===== config.mk =====
export PLATFORM = sky130hd
export DESIGN_NAME = pipe_stage_reg
export DESIGN_NICKNAME = d
export VERILOG_FILES = /design/src/rtl/pipe_stage_reg.sv
export SDC_FILE = /design/constraint.sdc
export NUM_CORES = 1
export LEC_CHECK = 0
export ABC_AREA = 1
export BUFFER_PORTS_ARGS = -buffer_cell sky130_fd_sc_hd__buf_4
export CORE_MARGIN = 2
export CORE_UTILIZATION = 59
export DETAILED_ROUTE_END_ITERATION = 10
export GPL_TIMING_DRIVEN = 0
export PLACE_DENSITY_LB_ADDON = 0.2
export SYNTH_ARGS = -nofsm -noshare
export SYNTH_HDL_FRONTEND = slang
export SYNTH_SLANG_ARGS = --single-unit

===== constraint.sdc =====
create_clock -name clk -period 34.3 [get_ports clk]
set_clock_uncertainty 0.1 [all_clocks]
set_input_delay 10.29 -clock clk [delete_from_list [all_inputs] [get_ports clk]]
set_output_delay 10.29 -clock clk [all_outputs]
set_load 0.1 [all_outputs]

===== src/rtl/pipe_stage_reg.sv =====
// Inter-stage pipeline register: instruction word plus packed payload, valid/ready handshake, optional 2-entry skid buffer.
// Latency: 1 cycle from accept to out_valid; sustains 1 entry/cycle.
// Backpressure: SKID=1 gives registered in_ready (skid absorbs one extra entry); SKID=0 gives combinational in_ready.
module pipe_stage_reg #(
  parameter int              DW     = 160,
  parameter int              IW     = 32,
  parameter logic [IW-1:0]   NOP_IR = '0,
  parameter int              SKID   = 1,
  parameter int              CW     = 16
) (
  input  logic          clk,
  input  logic          reset,
  input  logic          in_valid,
  output logic          in_ready,
  input  logic [IW-1:0] in_ir,
  input  logic [DW-1:0] in_data,
  input  logic          flush,
  output logic          out_valid,
  input  logic          out_ready,
  output logic [IW-1:0] out_ir,
  output logic [DW-1:0] out_data,
  output logic [CW-1:0] stall_cnt
);

  // Main entry drives the outputs; skid only holds the entry that arrived while main was stalled.
  logic          main_vld;
  logic [IW-1:0] main_ir;
  logic [DW-1:0] main_dat;
  logic          skid_vld;
  logic [IW-1:0] skid_ir;
  logic [DW-1:0] skid_dat;
  logic [CW-1:0] stall_q;

  logic accept;
  logic retire;

  // With the skid buffer, in_ready comes straight from skid_vld, so it never depends on out_ready.
  assign in_ready  = (SKID != 0) ? !skid_vld : (!main_vld || out_ready);
  assign accept    = in_valid && in_ready;
  assign retire    = main_vld && out_ready;

  // A bubble always shows the NOP instruction so downstream decode sees nothing to do.
  assign out_valid = main_vld;
  assign out_ir    = main_vld ? main_ir : NOP_IR;
  assign out_data  = main_dat;
  assign stall_cnt = stall_q;

  // Entry storage: flush beats accept; main refills from skid first to keep FIFO order.
  always_ff @(posedge clk or posedge reset) begin
    if (reset) begin
      main_vld <= 1'b0;
      main_ir  <= NOP_IR;
      main_dat <= '0;
      skid_vld <= 1'b0;
      skid_ir  <= NOP_IR;
      skid_dat <= '0;
    end else if (flush) begin
      main_vld <= 1'b0;
      main_ir  <= NOP_IR;
      main_dat <= '0;
      skid_vld <= 1'b0;
      skid_ir  <= NOP_IR;
      skid_dat <= '0;
    end else if (!main_vld || retire) begin
      if (skid_vld) begin
        // in_ready was low this cycle, so nothing new can arrive alongside the skid drain
        main_vld <= 1'b1;
        main_ir  <= skid_ir;
        main_dat <= skid_dat;
        skid_vld <= 1'b0;
        skid_ir  <= NOP_IR;
      end else if (accept) begin
        main_vld <= 1'b1;
        main_ir  <= in_ir;
        main_dat <= in_data;
      end else begin
        main_vld <= 1'b0;
        main_ir  <= NOP_IR;
      end
    end else if (accept && (SKID != 0)) begin
      // main is stalled: park the new entry in the skid slot
      skid_vld <= 1'b1;
      skid_ir  <= in_ir;
      skid_dat <= in_data;
    end
  end

  // Saturating count of cycles where a valid entry was held back; only reset clears it.
  always_ff @(posedge clk or posedge reset) begin
    if (reset) begin
      stall_q <= '0;
    end else if (main_vld && !out_ready && (stall_q != {CW{1'b1}})) begin
      stall_q <= stall_q + 1'b1;
    end
  end

endmodule


# --- Yosys cells after proc, flatten, opt, wreduce, memory -nomap -nowiden ---
# Index checks and enable logic that the tools add are counted.
totals:
  n_memories: 0
  latchBits: 0
  mem_bits_ro: 0
  inputBits: 197
  out_inout_bits: 210
  reg_bits: 402
  wordCells: 48
  ram_bits: 0
op_classes:
  mux: 22
  order_cmp: 0
  multipliers: 0
  bitwise: 0
  n_reduce_logical: 15
  n_eq_ne: 3
  div_mod_pow: 0
  addsub: 1
  n_shift: 0
op_table:
  columns: ["cell", "count"]
  rows:
  - ["$mux W160", 6]
  - ["$mux W32", 9]
  - ["$add A16 B1 Y16 const B", 1]
  - ["$ne A16 B16 Y1 const B", 1]
  - ["$mux W1", 7]
  - ["$reduce_and A2 Y1", 3]
  - ["$reduce_bool A3 Y1", 2]
  - ["$logic_and A1 B1 Y1", 4]
  - ["$reduce_bool A2 Y1", 2]
  - ["$logic_not A1 Y1", 3]
  - ["$ne A3 B3 Y1 const B", 1]
  - ["$ne A2 B2 Y1 const B", 1]
  - ["$logic_or A1 B1 Y1", 1]

# --- Longest topological paths before layout ---
logic_depth:
  ltp_word: 6
  depth_mapped: 9
  ltp_nobuf: 8

# --- Least setup slack after synthesis ---
# No wires, ideal clock.
synth_path:
  path_type: "register -> output"
  from: "register main_vld, in the netlist out_valid"
  to: "output port out_ir[27]"
  required_ns: 23.910
  arrival_time_ns: 2.131
  path_buffers: 2
  path_stages_with_launch: 5
  slack_ns: 21.779
  cell_sequence: "dfrtp_1 -> buf_2 -> clkbuf_1 -> nand2_1 -> inv_1"
synth_via:
  elab_chain_len: 1
synth_rtl:
  columns: ["element", "line_no", "rtl"]
  rows:
  - ["start: declaration", "26", "logic main_vld;"]
  - ["start signal: assignment", "51", "main_vld <= 1'b0;"]
  - ["start signal: assignment", "58", "main_vld <= 1'b0;"]
  - ["start signal: assignment", "67", "main_vld <= 1'b1;"]
  - ["$mux W32", "44", "assign out_ir = main_vld ? main_ir : NOP_IR;"]
  - ["end: declaration", "20", "output logic [IW-1:0] out_ir,"]
# Every way passes these cells.

# --- Final worst setup path ---
layout_path:
  from: "register skid_vld"
  to: "output port in_ready"
layout_via:
  elab_chain_len: 1
layout_rtl:
  columns: ["element", "line_no", "rtl"]
  rows:
  - ["start: declaration", "29", "logic skid_vld;"]
  - ["start signal: assignment", "54", "skid_vld <= 1'b0;"]
  - ["start signal: assignment", "61", "skid_vld <= 1'b0;"]
  - ["start signal: assignment", "70", "skid_vld <= 1'b0;"]
  - ["$logic_not A1 Y1", "38", "assign in_ready = (SKID != 0) ? !skid_vld : (!main_vld || out_ready);"]
  - ["end: declaration", "14", "output logic in_ready,"]
# Every way passes these cells.

==> run summary <==
For met2 alone, demand over resource in global routing was 55.81%. The register clock-pin slew on the reported worst setup and hold paths is 60 ps. The worst path uses 37.43% of the clock period.

The deepest clock path buffer count is 3. The number of remaining DRC errors is 0. The sum of negative setup slack is 0 ps. The die is 178.3 µm tall. The die extent in x came out at 178.3 µm.

The region available for standard cell placement spans 29,800 µm². The hold-critical path endpoint is main_ir[9]$_DFFE_PP0N_. The analysis attributes to net switching a power of 0.4392 mW. The detailed-placement wirelength estimate came out at 38.76 mm. met2 is the most crowded layer.

Traced cell by cell, the critical path runs through inv_2 -> buf_4 -> buf_2 -> clkbuf_1 -> buf_4. The worst register-to-register path has a depth of 6. The per-instance average area after synthesis is 8.324 µm². The final routed wire length divided by cell count came out at 18.07 µm.

The initial detailed-routing violation count is 1,438. The critical path in this run is classified as flip-flop to output pin. The distinct cell type count of the synthesized netlist is 26. The worst setup path is launched from a flip-flop. The run finished with clean final reports. The total congestion overflow is 0.

The number of standard-cell rows in the floorplan is 63. The number of placed instances with taps included came out at 2,952. The relative contribution of the clock network to total power is 36.1%. The post-route non-filler standard cell count is 3,026.

The share of post-route cells with drive strength above 1 came out at 21.08%. The final setup slack of the worst path is 21,460 ps. The total of max-cap violations came out at 0. The final hold violation count was 0. VDD sags by at most 0.04505 mV. In this run, CTS created clock tree buffers numbering 42. The logic gate share of total power is 23.3%. Counting flops and latches in the post-synthesis netlist gives 402.

The count of buffers added on input and output ports is 405. The hold path startpoint is main_ir[9]$_DFFE_PP0N_. The detail route stage leaves a number of antenna-violating nets equal to 0. The minimum clock period is 12,840 ps.

The clock drives 402 sinks. The final count of pins violating max slew came to 0. The end of the worst register-to-register path is out_data[142]$_DFFE_PP0P_.

The area of the die came out at 31,800 µm². On the critical path, the stage with the largest delay is an instance of sky130_fd_sc_hd__dfrtp_1. The wire length of the first global-routing pass came out at 85.27 mm.

The core occupancy in the finished layout is 77.06%. The worst flop-to-flop path startpoint is skid_vld$_DFFE_PP0P_. Global routing consumed, on the met3 layer, 6.969% of the routing resources.

The final RePlAce weighted congestion came out at 0.8763. Setup repair after global routing left no endpoint under its margin. The number of antenna violations at the first check in global routing was 3.

Data arrives at the worst endpoint at 2450 ps. The number of top-level design ports is 407. The initial core utilization is 60.18%.

The number of cells traversed by the worst hold path is 2. In this run switching power makes up 33.88% of total power. The TritonCTS clock tree is yes. The worst setup path is captured at an output pin. The number of buffers inserted for hold repair after clock tree synthesis is 0.

The buffering stage count on the worst path with inverters included came out at 5. The master cell of the clock root buffer is sky130_fd_sc_hd__clkbuf_16. From synthesis to final layout, the design area changed by 28.04%. In this run the tightest slew margin relative to its limit is 55.83%. The number of gates given a new drive strength after cts is 0. The fraction of met1 tracks used by global routing is 43.73%.

The worst setup slack after placement is 22,020 ps. The count of warnings emitted by yosys came out at 0. The share of total power in sequential cells came out at 40.6%.

The post-route total power came out at 1.296 mW. The fraction of the yosys area taken by sequential cells came out at 56.10%. The internal portion of the total power is 0.8571 mW. The largest net degree at the start of global routing is 131. The post-CTS setup buffer count came out at 0. In this design, the largest share of critical-path delay is due to buffers and inverters.

The cell that appears most often on the critical path is sky130_fd_sc_hd__buf_4. The stage delay of the slowest cell on the critical path came out at 390 ps. The post-synthesis net count came out at 2,352. The worst-path maximum fanout came out at 10. The layout net count came out at 2,804. The via-per-instance ratio is 5.644. The final number of setup-violating endpoints is 0. The routed via count came out at 17,080.

The post-synth design cell area is 17,930 µm². The static leakage is 11.71 nW. At the pin with the least slew margin, the transition time is 662.6 ps. Synthesis handed over a netlist of 2,154 instances. Global routing used 34.13% of the available tracks across all layers. The highest clock frequency the design can meet came out at 77.89 MHz. The number of levels the H-tree was split into is 2.

Setup slack on the worst reg-to-reg path comes out at 31,890 ps. The critical path required time is 23,910 ps. In this run the worst setup path begins at skid_vld$_DFFE_PP0P_. The via count of the first global-routing pass is 16,680. For the worst-skew pair, the clock arrives at the later sink with an insertion delay of 530 ps. The length of the first detailed-routing pass in iterations is 5. The path class of the tightest hold or removal check is flip-flop to flip-flop. The routed design has 54.69 mm of wire. The power per cell area came out at 56.46 nW/µm².
-- cell families (layout without fill, tap and decap cells) --
kind of cell	Yosys count	after routing	share of synthesized area, %
AO/OA/AOI/OAI	718	718	20.18
XOR/XNOR	1	1	0.04885
adder cells (fa/ha/maj)	1	1	0.06977
buffers and inverters	407	886	9.497
flip-flops	402	402	56.10
other	0	3	0
AND/OR/NAND/NOR	625	625	14.10
-- worst min-delay path, delay by kind of cell (launching register included) --
kind	cells	cell delay (ps)
flip-flops	1	340
AND/OR/NAND/NOR	2	100
-- Yosys cell counts --
cell	n	area share, %
sky130_fd_sc_hd__nand2_1	475	9.9
sky130_fd_sc_hd__o21a_1	1	0.042
sky130_fd_sc_hd__o21ai_1	43	1.2
sky130_fd_sc_hd__clkbuf_1	67	1.4
sky130_fd_sc_hd__nor2_1	25	0.52
sky130_fd_sc_hd__a21oi_4	1	0.091
sky130_fd_sc_hd__xor2_1	1	0.049
sky130_fd_sc_hd__clkbuf_2	6	0.17
sky130_fd_sc_hd__a21oi_1	161	4.5
sky130_fd_sc_hd__ha_1	1	0.070
sky130_fd_sc_hd__nand3_1	110	3.1
sky130_fd_sc_hd__nor2_2	1	0.035
sky130_fd_sc_hd__buf_1	15	0.31
sky130_fd_sc_hd__nand3b_1	4	0.17
sky130_fd_sc_hd__nand4_1	5	0.17
sky130_fd_sc_hd__o21ai_4	1	0.091
sky130_fd_sc_hd__dfrtp_1	402	56
sky130_fd_sc_hd__inv_1	248	5.2
sky130_fd_sc_hd__nor3_1	1	0.028
sky130_fd_sc_hd__nand3_2	1	0.056
sky130_fd_sc_hd__inv_2	2	0.042
sky130_fd_sc_hd__o21ai_0	511	14
sky130_fd_sc_hd__buf_2	53	1.5
sky130_fd_sc_hd__buf_6	11	0.69
sky130_fd_sc_hd__buf_4	5	0.21
sky130_fd_sc_hd__nand2_2	3	0.10
-- sequential cells by signal, summed over array words and instances, names as in the netlist --
name       flops
out_data     160
skid_dat     160
main_ir       32
skid_ir       32
stall_cnt     16
out_valid      1
skid_vld       1
-- final cells by class --
type / instances / area [µm²]
multi-input cells: 1345 / 6168
inverters: 250 / 945.9
diodes: 3 / 7.507
fillers: 2117 / 6837
well taps: 390 / 488.0
clock inverters: 14 / 224.0
flip-flops and latches: 402 / 10060
repair buffers: 408 / 3123
plain buffers: 157 / 764.5
clock buffers: 57 / 1179
-- stage by stage --
step / hold WS [ps] / cell area, µm²
floorplan: 347.8 / 17930
global placement: 360.8 / 21460
detailed placement: 365.5 / 21550
CTS: 381.6 / 22950
global route: 392.7 / 22960
finish: 377.8 / 22960
-- per-layer routing --
layer | share of wire [%] | vias to the layer above | wire length (µm)
met4 | 4.8 | 0 | 2636
met5 | 0 | - | 0
met1 | 39 | 8165 | 21290
met3 | 9.1 | 165 | 4974
li1 | - | 7914 | -
met2 | 47 | 836 | 25790
-- cell usage in the layout (no fill, tap or decap), types with 4 or more instances in the layout --
cell	n
sky130_fd_sc_hd__o21ai_0	511
sky130_fd_sc_hd__nand2_1	475
sky130_fd_sc_hd__buf_4	410
sky130_fd_sc_hd__dfrtp_1	402
sky130_fd_sc_hd__inv_1	247
sky130_fd_sc_hd__a21oi_1	161
sky130_fd_sc_hd__nand3_1	110
sky130_fd_sc_hd__clkbuf_1	76
sky130_fd_sc_hd__buf_2	53
sky130_fd_sc_hd__o21ai_1	43
sky130_fd_sc_hd__clkbuf_16	43
sky130_fd_sc_hd__nor2_1	25
sky130_fd_sc_hd__buf_1	15
sky130_fd_sc_hd__buf_6	11
sky130_fd_sc_hd__clkinv_2	7
sky130_fd_sc_hd__clkbuf_2	6
sky130_fd_sc_hd__bufinv_16	6
sky130_fd_sc_hd__nand4_1	5
sky130_fd_sc_hd__clkbuf_8	5
sky130_fd_sc_hd__nand3b_1	4
-- power by group through the flow --
stage | combinational (mW) | clock [mW] | sequential (mW)
6_report | 0.302 | 0.468 | 0.526
5_1_grt | 0.318 | 0.489 | 0.529
4_1_cts | 0.302 | 0.470 | 0.526
2_1_floorplan | 0.0744 | 0 | 0.672
3_5_place_dp | 0.300 | 0 | 0.534
3_3_place_gp | 0.295 | 0 | 0.533
-- how the worst max path moves through the flow --
stage          cells after the start  slack, ps                  endpoint
2_1_floorplan                      1      12730    main_ir[0]$_DFFE_PP0N_
3_3_place_gp                       2       8780  skid_dat[21]$_DFFE_PP0P_
3_5_place_dp                       5      22020                  in_ready
4_1_cts                            5      21450                  in_ready
5_1_grt                            5      21330                  in_ready
6_report                           5      21460                  in_ready
(Power assumes the default switching activity.)
